===== src/rtl/seq_div_pkg.sv =====
// seq_div_pkg: shared state type and sign helpers for the sequential divider.
package seq_div_pkg;
  localparam int MAX_W = 64;
  typedef enum logic [1:0] {IDLE, CALC, FIX, DONE} div_state_e;
  function automatic logic [MAX_W-1:0] neg_if(input logic [MAX_W-1:0] value, input logic cond);
    return cond ? -value : value;
  endfunction
  // value must be sign-extended to MAX_W by the caller when is_signed is set
  function automatic logic [MAX_W-1:0] abs_if_signed(input logic [MAX_W-1:0] value, input logic is_signed);
    return neg_if(value, is_signed & value[MAX_W-1]);
  endfunction
endpackage


===== src/rtl/seq_div_step.sv =====
// seq_div_step: one combinational restoring-division step (shift in a bit, subtract-and-test).
module seq_div_step #(
  parameter int WIDTH = 32
) (
  input  logic [WIDTH-1:0] rem,
  input  logic             din,
  input  logic [WIDTH-1:0] divisor,
  output logic [WIDTH-1:0] rem_nx,
  output logic             q_bit
);
  logic [WIDTH:0] sh, diff;
  always_comb begin
    sh = {rem, din};
    diff = sh - {1'b0, divisor};
    q_bit = ~diff[WIDTH];
    rem_nx = q_bit ? diff[WIDTH-1:0] : sh[WIDTH-1:0];
  end
endmodule


===== src/rtl/seq_div.sv =====
// seq_div: iterative signed/unsigned restoring divider; SEQ_DIV_EARLY_OUT_EN skips CALC for trivial cases.
module seq_div
  import seq_div_pkg::*;
#(
  parameter int WIDTH = 32,
  parameter int CNT_W = $clog2(WIDTH + 1)
) (
  input  logic             clk,
  input  logic             rst_n,
  input  logic             in_valid,
  output logic             in_ready,
  input  logic             in_signed,
  input  logic [WIDTH-1:0] in_dividend,
  input  logic [WIDTH-1:0] in_divisor,
  output logic             out_valid,
  input  logic             out_ready,
  output logic [WIDTH-1:0] out_quotient,
  output logic [WIDTH-1:0] out_remainder,
  output logic             out_div_zero,
  output logic             out_overflow,
  output logic             busy
);
  div_state_e state, state_nx;
  logic [CNT_W-1:0] cnt;
  logic [WIDTH-1:0] rem, quo, dvs, a_dvd, a_dvs, step_rem;
  logic neg_q, neg_r, div_zero, ovf, dz_in, ovf_in, early, step_q, accept, take;
  assign in_ready = state == IDLE;
  assign busy = state != IDLE;
  assign accept = in_valid && in_ready;
  assign take = out_valid && out_ready;
  always_comb begin
    a_dvd = WIDTH'(abs_if_signed(in_signed ? MAX_W'($signed(in_dividend)) : MAX_W'(in_dividend), in_signed));
    a_dvs = WIDTH'(abs_if_signed(in_signed ? MAX_W'($signed(in_divisor)) : MAX_W'(in_divisor), in_signed));
    dz_in = in_divisor == '0;
    ovf_in = in_signed && in_dividend == {1'b1, {(WIDTH-1){1'b0}}} && &in_divisor;
`ifdef SEQ_DIV_EARLY_OUT_EN
    early = dz_in || ovf_in || a_dvd < a_dvs;
`else
    early = 1'b0;
`endif
  end
  seq_div_step #(.WIDTH(WIDTH)) u_step (
    .rem     (rem),
    .din     (quo[WIDTH-1]),
    .divisor (dvs),
    .rem_nx  (step_rem),
    .q_bit   (step_q)
  );
  always_comb begin
    state_nx = state;
    case (state)
      IDLE: state_nx = accept ? (early ? FIX : CALC) : IDLE;
      CALC: state_nx = cnt == CNT_W'(WIDTH - 1) ? FIX : CALC;
      FIX:  state_nx = DONE;
      DONE: state_nx = take ? IDLE : DONE;
      default: state_nx = IDLE;
    endcase
  end
  // quo holds the dividend bits still to be shifted in, then accumulates quotient bits
  always_ff @(posedge clk or negedge rst_n)
    if (!rst_n) begin
      state <= IDLE;
      cnt <= '0;
      rem <= '0;
      quo <= '0;
      dvs <= '0;
      neg_q <= 1'b0;
      neg_r <= 1'b0;
      div_zero <= 1'b0;
      ovf <= 1'b0;
      out_valid <= 1'b0;
      out_quotient <= '0;
      out_remainder <= '0;
      out_div_zero <= 1'b0;
      out_overflow <= 1'b0;
    end else begin
      state <= state_nx;
      out_valid <= state == DONE && !take;
      case (state)
        IDLE: if (accept) begin
          cnt <= '0;
          dvs <= a_dvs;
          quo <= early ? (ovf_in ? a_dvd : '0) : a_dvd;
          rem <= early && !ovf_in ? a_dvd : '0;
          neg_q <= (in_signed & in_dividend[WIDTH-1]) ^ (in_signed & in_divisor[WIDTH-1]);
          neg_r <= in_signed & in_dividend[WIDTH-1];
          div_zero <= dz_in;
          ovf <= ovf_in;
        end
        CALC: begin
          rem <= step_rem;
          quo <= {quo[WIDTH-2:0], step_q};
          cnt <= cnt + 1'b1;
        end
        FIX: begin
          out_quotient <= div_zero ? '1 : WIDTH'(neg_if(MAX_W'(quo), neg_q));
          out_remainder <= WIDTH'(neg_if(MAX_W'(rem), neg_r));
          out_div_zero <= div_zero;
          out_overflow <= ovf;
        end
        DONE: if (take) begin
          out_div_zero <= 1'b0;
          out_overflow <= 1'b0;
        end
        default: ;
      endcase
    end
endmodule


===== config.mk =====
export PLATFORM = sky130hd
export DESIGN_NAME = seq_div
export DESIGN_NICKNAME = d
export VERILOG_FILES = /design/src/rtl/seq_div_pkg.sv /design/src/rtl/seq_div_step.sv /design/src/rtl/seq_div.sv
export SDC_FILE = /design/constraint.sdc
export NUM_CORES = 1
export LEC_CHECK = 0
export BUFFER_PORTS_ARGS = -buffer_cell sky130_fd_sc_hd__buf_2
export CORE_MARGIN = 2
export CORE_UTILIZATION = 50
export DETAILED_ROUTE_END_ITERATION = 10
export PLACE_DENSITY = 0.73
export SYNTH_ARGS = -nofsm -noshare
export SYNTH_HDL_FRONTEND = slang
export SYNTH_SLANG_ARGS = --single-unit

===== constraint.sdc =====
create_clock -name clk -period 3.28 [get_ports clk]
set_input_delay 0.328 -clock clk [delete_from_list [all_inputs] [get_ports clk]]
set_output_delay 0.328 -clock clk [all_outputs]
set_load 0.005 [all_outputs]

**Yosys cells after proc, flatten, opt, wreduce, memory -nomap -nowiden**

Cells that the tools add are included.

- Register bits after elaboration: 175
- Bits of input ports: 69
- Logic and storage cells: 69

- $add $sub $neg: 6
- Eq/ne operators: 7
- Mux-type cells: 21
- Bitwise operators: 6
- Reduce and logical (&&, ||, !) cells: 15

Operator list:

| cell | count |
|---|---|
| two-way mux 32 bit | 8 |
| two-way mux 64 bit | 2 |
| negation 32 bit | 4 |
| one-hot mux 32 bit (2 select lines) | 2 |
| subtractor 33 x 32 -> 33 bit | 1 |
| == test 32 bit (second input constant) | 1 |
| logical NOT 32 bit | 1 |
| AND reduction 32 bit | 1 |
| one-hot mux 6 bit (2 select lines) | 1 |
| one-hot mux 2 bit (4 select lines) | 1 |
| adder 6 x 1 -> 6 bit (second input constant) | 1 |
| == test 6 x 5 -> 1 bit (second input constant) | 1 |
| two-way mux 6 bit | 1 |
| AND reduction 2 bit | 3 |
| nonzero test 2 bit | 3 |
| logical AND 1 bit | 5 |
| bitwise AND 1 bit | 4 |
| == test 2 bit (second input constant) | 2 |
| two-way mux 2 bit | 2 |
| one-hot mux 1 bit (2 select lines) | 2 |
| == test 2 x 1 -> 1 bit (second input constant) | 1 |
| logical NOT 2 bit | 1 |
| two-way mux 1 bit | 2 |
| != test 2 x 1 -> 1 bit (second input constant) | 1 |
| 4 further kinds | 4 |

**Longest topological paths before layout**

- Depth after elaboration: 5
- Mapped depth: 13
- Depth with buffers taken out: 11

**Hierarchy**

A second synthesis with hierarchy kept.

- Cell total of the unflattened synthesis: 1389
- Area, all modules: 11976.5 sq um

By module, submodules not included:

| module | instances | cells each | area each (sq um) |
|---|---|---|---|
| seq_div | 1 | 1084 | 9618.0 |
| seq_div_step | 1 | 305 | 2358.5 |

**Worst setup path after synthesis**

No wires, ideal clock.

- Path type: reg-to-reg
- From: register quo[0]
- To: register out_quotient[30]
- Library setup time: 123 ps
- Data arrival time: 3118 ps
- Data required time: 3157 ps
- Path slack: 39 ps
- Cell stages (with the launch flop): 11
- Path buffers: 0
- Period minus slack after synthesis: 3241 ps
- Path through: dfrtp_1 > inv_1 > ha_1 > or3b_4 > or4_4 > or4_4 > or4_4 > or3_4 > o31ai_4 > xor2_1 > a21oi_1

- Word-level cells in the longest chain between the ends: 3

RTL lines:

| element | RTL line | source |
|---|---|---|
| from (decl) | seq_div.sv:25 | `logic [WIDTH-1:0] rem, quo, dvs, a_dvd, a_dvs, step_rem;` |
| from (signal assigned) | seq_div.sv:83 | `quo <= early ? (ovf_in ? a_dvd : '0) : a_dvd;` |
| from (signal assigned) | seq_div.sv:92 | `quo <= {quo[WIDTH-2:0], step_q};` |
| negation 32 bit | seq_div_pkg.sv:6 | `return cond ? -value : value;` |
| two-way mux 32 bit | seq_div_pkg.sv:6 |  |
| two-way mux 32 bit | seq_div.sv:96 | `out_quotient <= div_zero ? '1 : WIDTH'(neg_if(MAX_W'(quo), neg_q));` |
| to (signal assigned) | seq_div.sv:96 |  |
| to (decl) | seq_div.sv:17 | `output logic [WIDTH-1:0] out_quotient,` |

Every way passes these cells.
A chain may end at the register's enable or synchronous reset.

**Worst setup path after layout**

- From: register quo[1]
- To: register out_quotient[26]

Same word-level chain as after synthesis.

==> summary.md <==
| Metric | Value |
|---|---|
| Unrepaired setup endpoints after global routing | `yes` |
| DRT iter0 DRCs | `691` |
| Clk_lat worst skew | `440 ps` |
| Launching point of the worst reg2reg path | `quo[1]$_DFFE_PN0P_` |
| Routed WL per cell | `between 15 and 20 um` |
| Area of the multi-input gates | `between 0.006 and 0.007 mm^2` |
| Buffer and inverter count on the worst path | `1` |
| Tot Pwr | `between 15,000 and 20,000 uW` |
| Reg area | `around 0.0044 mm^2` |
| Input/output buffers | `about 140` |
| DR vias | `10,300` |
| Final hold viol count | `0` |
| Initial antenna violation count | `0` |
| Hold_sp | `in_divisor[31]` |
| Filler instances | `2,031` |
| HP Class | `primary input to register` |
| EDFF count, synth | `0` |
| Final Wtd Congestion | `0.948` |
| Main synth FF type | `dfrtp_1` |
| Clock transition at the registers of the reported paths | `70 ps` |
| CP Class | `register to register` |
| CP max FO | `4` |
| CTS tree | `yes` |
| H-tree levels | `4` |
| Crit path max-delay family | `simple AND/OR/NAND/NOR gates` |
| Minimum clock period | `3380 ps` |
| Finish-stage setup viols | `3` |
| GRT Util Overall | `0.246` |
| Hold worst-path end | `div_zero$_DFFE_PN0P_` |
| Num Clock Sinks | `roughly 180` |
| Netlist cell types | `69` |
| Routed WL | `29.9 mm` |
| Crit-path cells | `inv_2, ha_4, or3b_4, or4_4, or4_4, or4_4, or3_4, o31ai_2, xor2_1, a21oi_1` |
| RR Endpoint | `out_quotient[26]$_DFFE_PN0P_` |
| Die X | `approximately 160 um` |
| Status | `complete, but fails checks` |
| Placed Cells | `approximately 1,800` |
| Synthesis-to-layout area growth | `16.4%` |
| F_max | `296 MHz` |
| Synth top cells by count | `175 x dfrtp_1, 174 x o21ai_0, 158 x nand2_1, 94 x xor2_1, 89 x a21oi_1` |
| Fin nets | `1,604` |
| Syn Inst Count | `1,349` |
| Reg2reg setup slack | `-100 ps` |
| Die area | `0.0241 mm^2` |
| MaxCap Viol Count | `0` |
| Max clock buf depth | `2` |
| Fraction of layout cells with a size suffix above 1 | `0.175` |
| CP Launch Type | `register` |
| Synth Warn # | `0` |
| Power Density | `between 1000 and 1500 mW/mm^2` |
| Count leader, synth | `dfrtp_1` |
| Ys async rst share | `1.00` |
| Hold Path Depth | `2` |
| Final Instance Area | `0.0133 mm^2` |
| Synth Cell Area | `roughly 0.011 mm^2` |
| DRC viols | `0` |
| Static Leakage | `0.00596 uW` |
| Synth top area share | `0.383` |
| Nature of the critical path endpoint | `register` |
| Seq/Total Area, Yosys | `0.383` |
| Failing checks | `negative setup slack` |
| R2R cell count | `10` |
| Setup TNS | `-244 ps` |
| I/O pins | `138` |
| Post-DRT Antenna Nets | `0` |
| HPWL after DPL | `~22 mm` |
| Skew final | `approximately 14 ps` |
| Slew @ Worst Pin | `1130 ps` |
| Setup ws final | `-96.0 ps` |
| Largest net degree at the start of global routing | `82` |
| Global route total overflow | `0` |
| Die Height | `between 150 and 200 um` |
| Vias in the first global route | `9,485` |
| Worst EP arrival | `roughly 3700 ps` |
| Yosys reg bits | `175` |
| Largest cells by area after synthesis | `dfrtp_1 38%, o21ai_0 7.6%, xor2_1 7.2%` |
| Final worst path period share | `1.03` |
| Std-Cell Core Area | `between 0.02 and 0.025 mm^2` |
| Clk root buf | `clkbuf_16` |
| Vias/cell | `5.74` |
| Avg Inst Size Synth | `8.48 um^2` |
| Crit path largest cell delay | `490 ps` |
| Syn Nets | `between 1,000 and 1,500` |
| Num CTS Buffers | `17` |
| Slew headroom | `0.249` |
| Filler-free cell count of the finished design | `~1,800` |
| First-pass GRT wire length | `around 48 mm` |
| Worst vdd ir | `727 uV` |
| Drt first pass iters | `5` |
| Most frequent CP cell | `or4_4` |
| Leading area contributor after synthesis | `dfrtp_1` |
| Worst path slowest cell | `or4_4` |
| Placement Rows | `between 50 and 60` |
| Ant. Diodes | `0` |
| Dpl cell area | `0.0127 mm^2` |
| Slew Limit Fails | `0` |
| Critical path required time | `3590 ps` |
| Initial Utilization | `0.507` |
-- placed cells by master, fill, tap and decap left out, types with 52 or more instances in the layout --
cell,count
nand3_1,52
buf_2,136
inv_1,52
a21oi_1,89
nand2_1,156
xor2_1,94
o21ai_0,174
nor2_1,84
dfrtp_1,175
buf_4,57
-- per-layer routing --
metal | up-vias | GRT usage | share of wire
li1 | 5114 | - | -
met1 | 4853 | 0.374 | 0.49
met2 | 291 | 0.360 | 0.43
met3 | 36 | 0.0465 | 0.061
met4 | 0 | 0.0682 | 0.016
met5 | - | 0 | 0
-- worst register-to-register path: cells and delay by family, from the launching register on --
kind / cells / cell delay [ps]
buffers and inverters: 1 / 80
AND/OR/NAND/NOR: 5 / 2190
adder cells (fa/ha/maj): 1 / 130
flip-flops: 1 / 400
XOR/XNOR: 1 / 170
AO/OA/AOI/OAI: 2 / 290
-- registers in the layout (all words and copies together), names as in the netlist --
register and flops:
cnt 6, div_zero 1, dvs 32, neg_q 1, neg_r 1, out_div_zero 1, out_overflow 1, out_quotient 32
out_remainder 32, out_valid 1, ovf 1, quo 32, rem 32, state 2
-- through the flow --
| stage | setup WS [ps] | util | hold WS (ps) |
|---|---|---|---|
| final | -96.0 | 0.590 | 177 |
| after global routing | -168 | 0.590 | 197 |
| after CTS | -39.3 | 0.588 | 169 |
| after detailed placement | -57.5 | 0.561 | 316 |
| after global placement | -18.4 | 0.561 | 312 |
| after floorplan | 39.3 | - | 32.4 |
-- worst max-delay path by stage --
stage | startpoint | to | slack, ps | depth (start not counted)
after floorplan | quo[0]$_DFFE_PN0P_ | out_quotient[30]$_DFFE_PN0P_ | 40 | 10
after global placement | quo[1]$_DFFE_PN0P_ | out_quotient[30]$_DFFE_PN0P_ | -20 | 10
after detailed placement | quo[1]$_DFFE_PN0P_ | out_quotient[30]$_DFFE_PN0P_ | -60 | 10
after CTS | quo[1]$_DFFE_PN0P_ | out_quotient[28]$_DFFE_PN0P_ | -40 | 10
after global routing | quo[0]$_DFFE_PN0P_ | out_quotient[28]$_DFFE_PN0P_ | -170 | 10
final | quo[1]$_DFFE_PN0P_ | out_quotient[26]$_DFFE_PN0P_ | -100 | 10
-- final cells by class --
| cell class | instances | share of cell area |
|---|---|---|
| multi-input cells | 1050 | 0.498 |
| flip-flops and latches | 175 | 0.329 |
| repair buffers | 198 | 0.0897 |
| clock buffers | 19 | 0.0340 |
| well taps | 285 | 0.0268 |
| inverters | 54 | 0.0152 |
| clock inverters | 11 | 0.00789 |
-- cells by family after synthesis --
group                      count (synthesis)  share of synthesized area
and+or+nand+nor                          437                      0.186
AOI/OAI and AO/OA                        406                      0.213
DFF                                      175                      0.383
xor gates and xnor gates                 144                      0.110
buffers and inverters                    124                     0.0431
adders and majority gates                 39                     0.0433
muxes                                     24                     0.0212
-- power by group --
part | switching, uW | internal (uW)
registers | 961 | 3220
logic | 5520 | 4150
clock network | 885 | 1090
total | 7360 | 8460
-- repair_timing --
action                                 CTS  global route
pin swaps                                4             7
endpoints found under the hold margin   53             0
gates resized for setup                  5             1
buffers inserted                         2             3
gates cloned                             0             1
setup endpoints to repair                3             6
hold buffers                             1             0
Power figures use the tool's default switching activity.
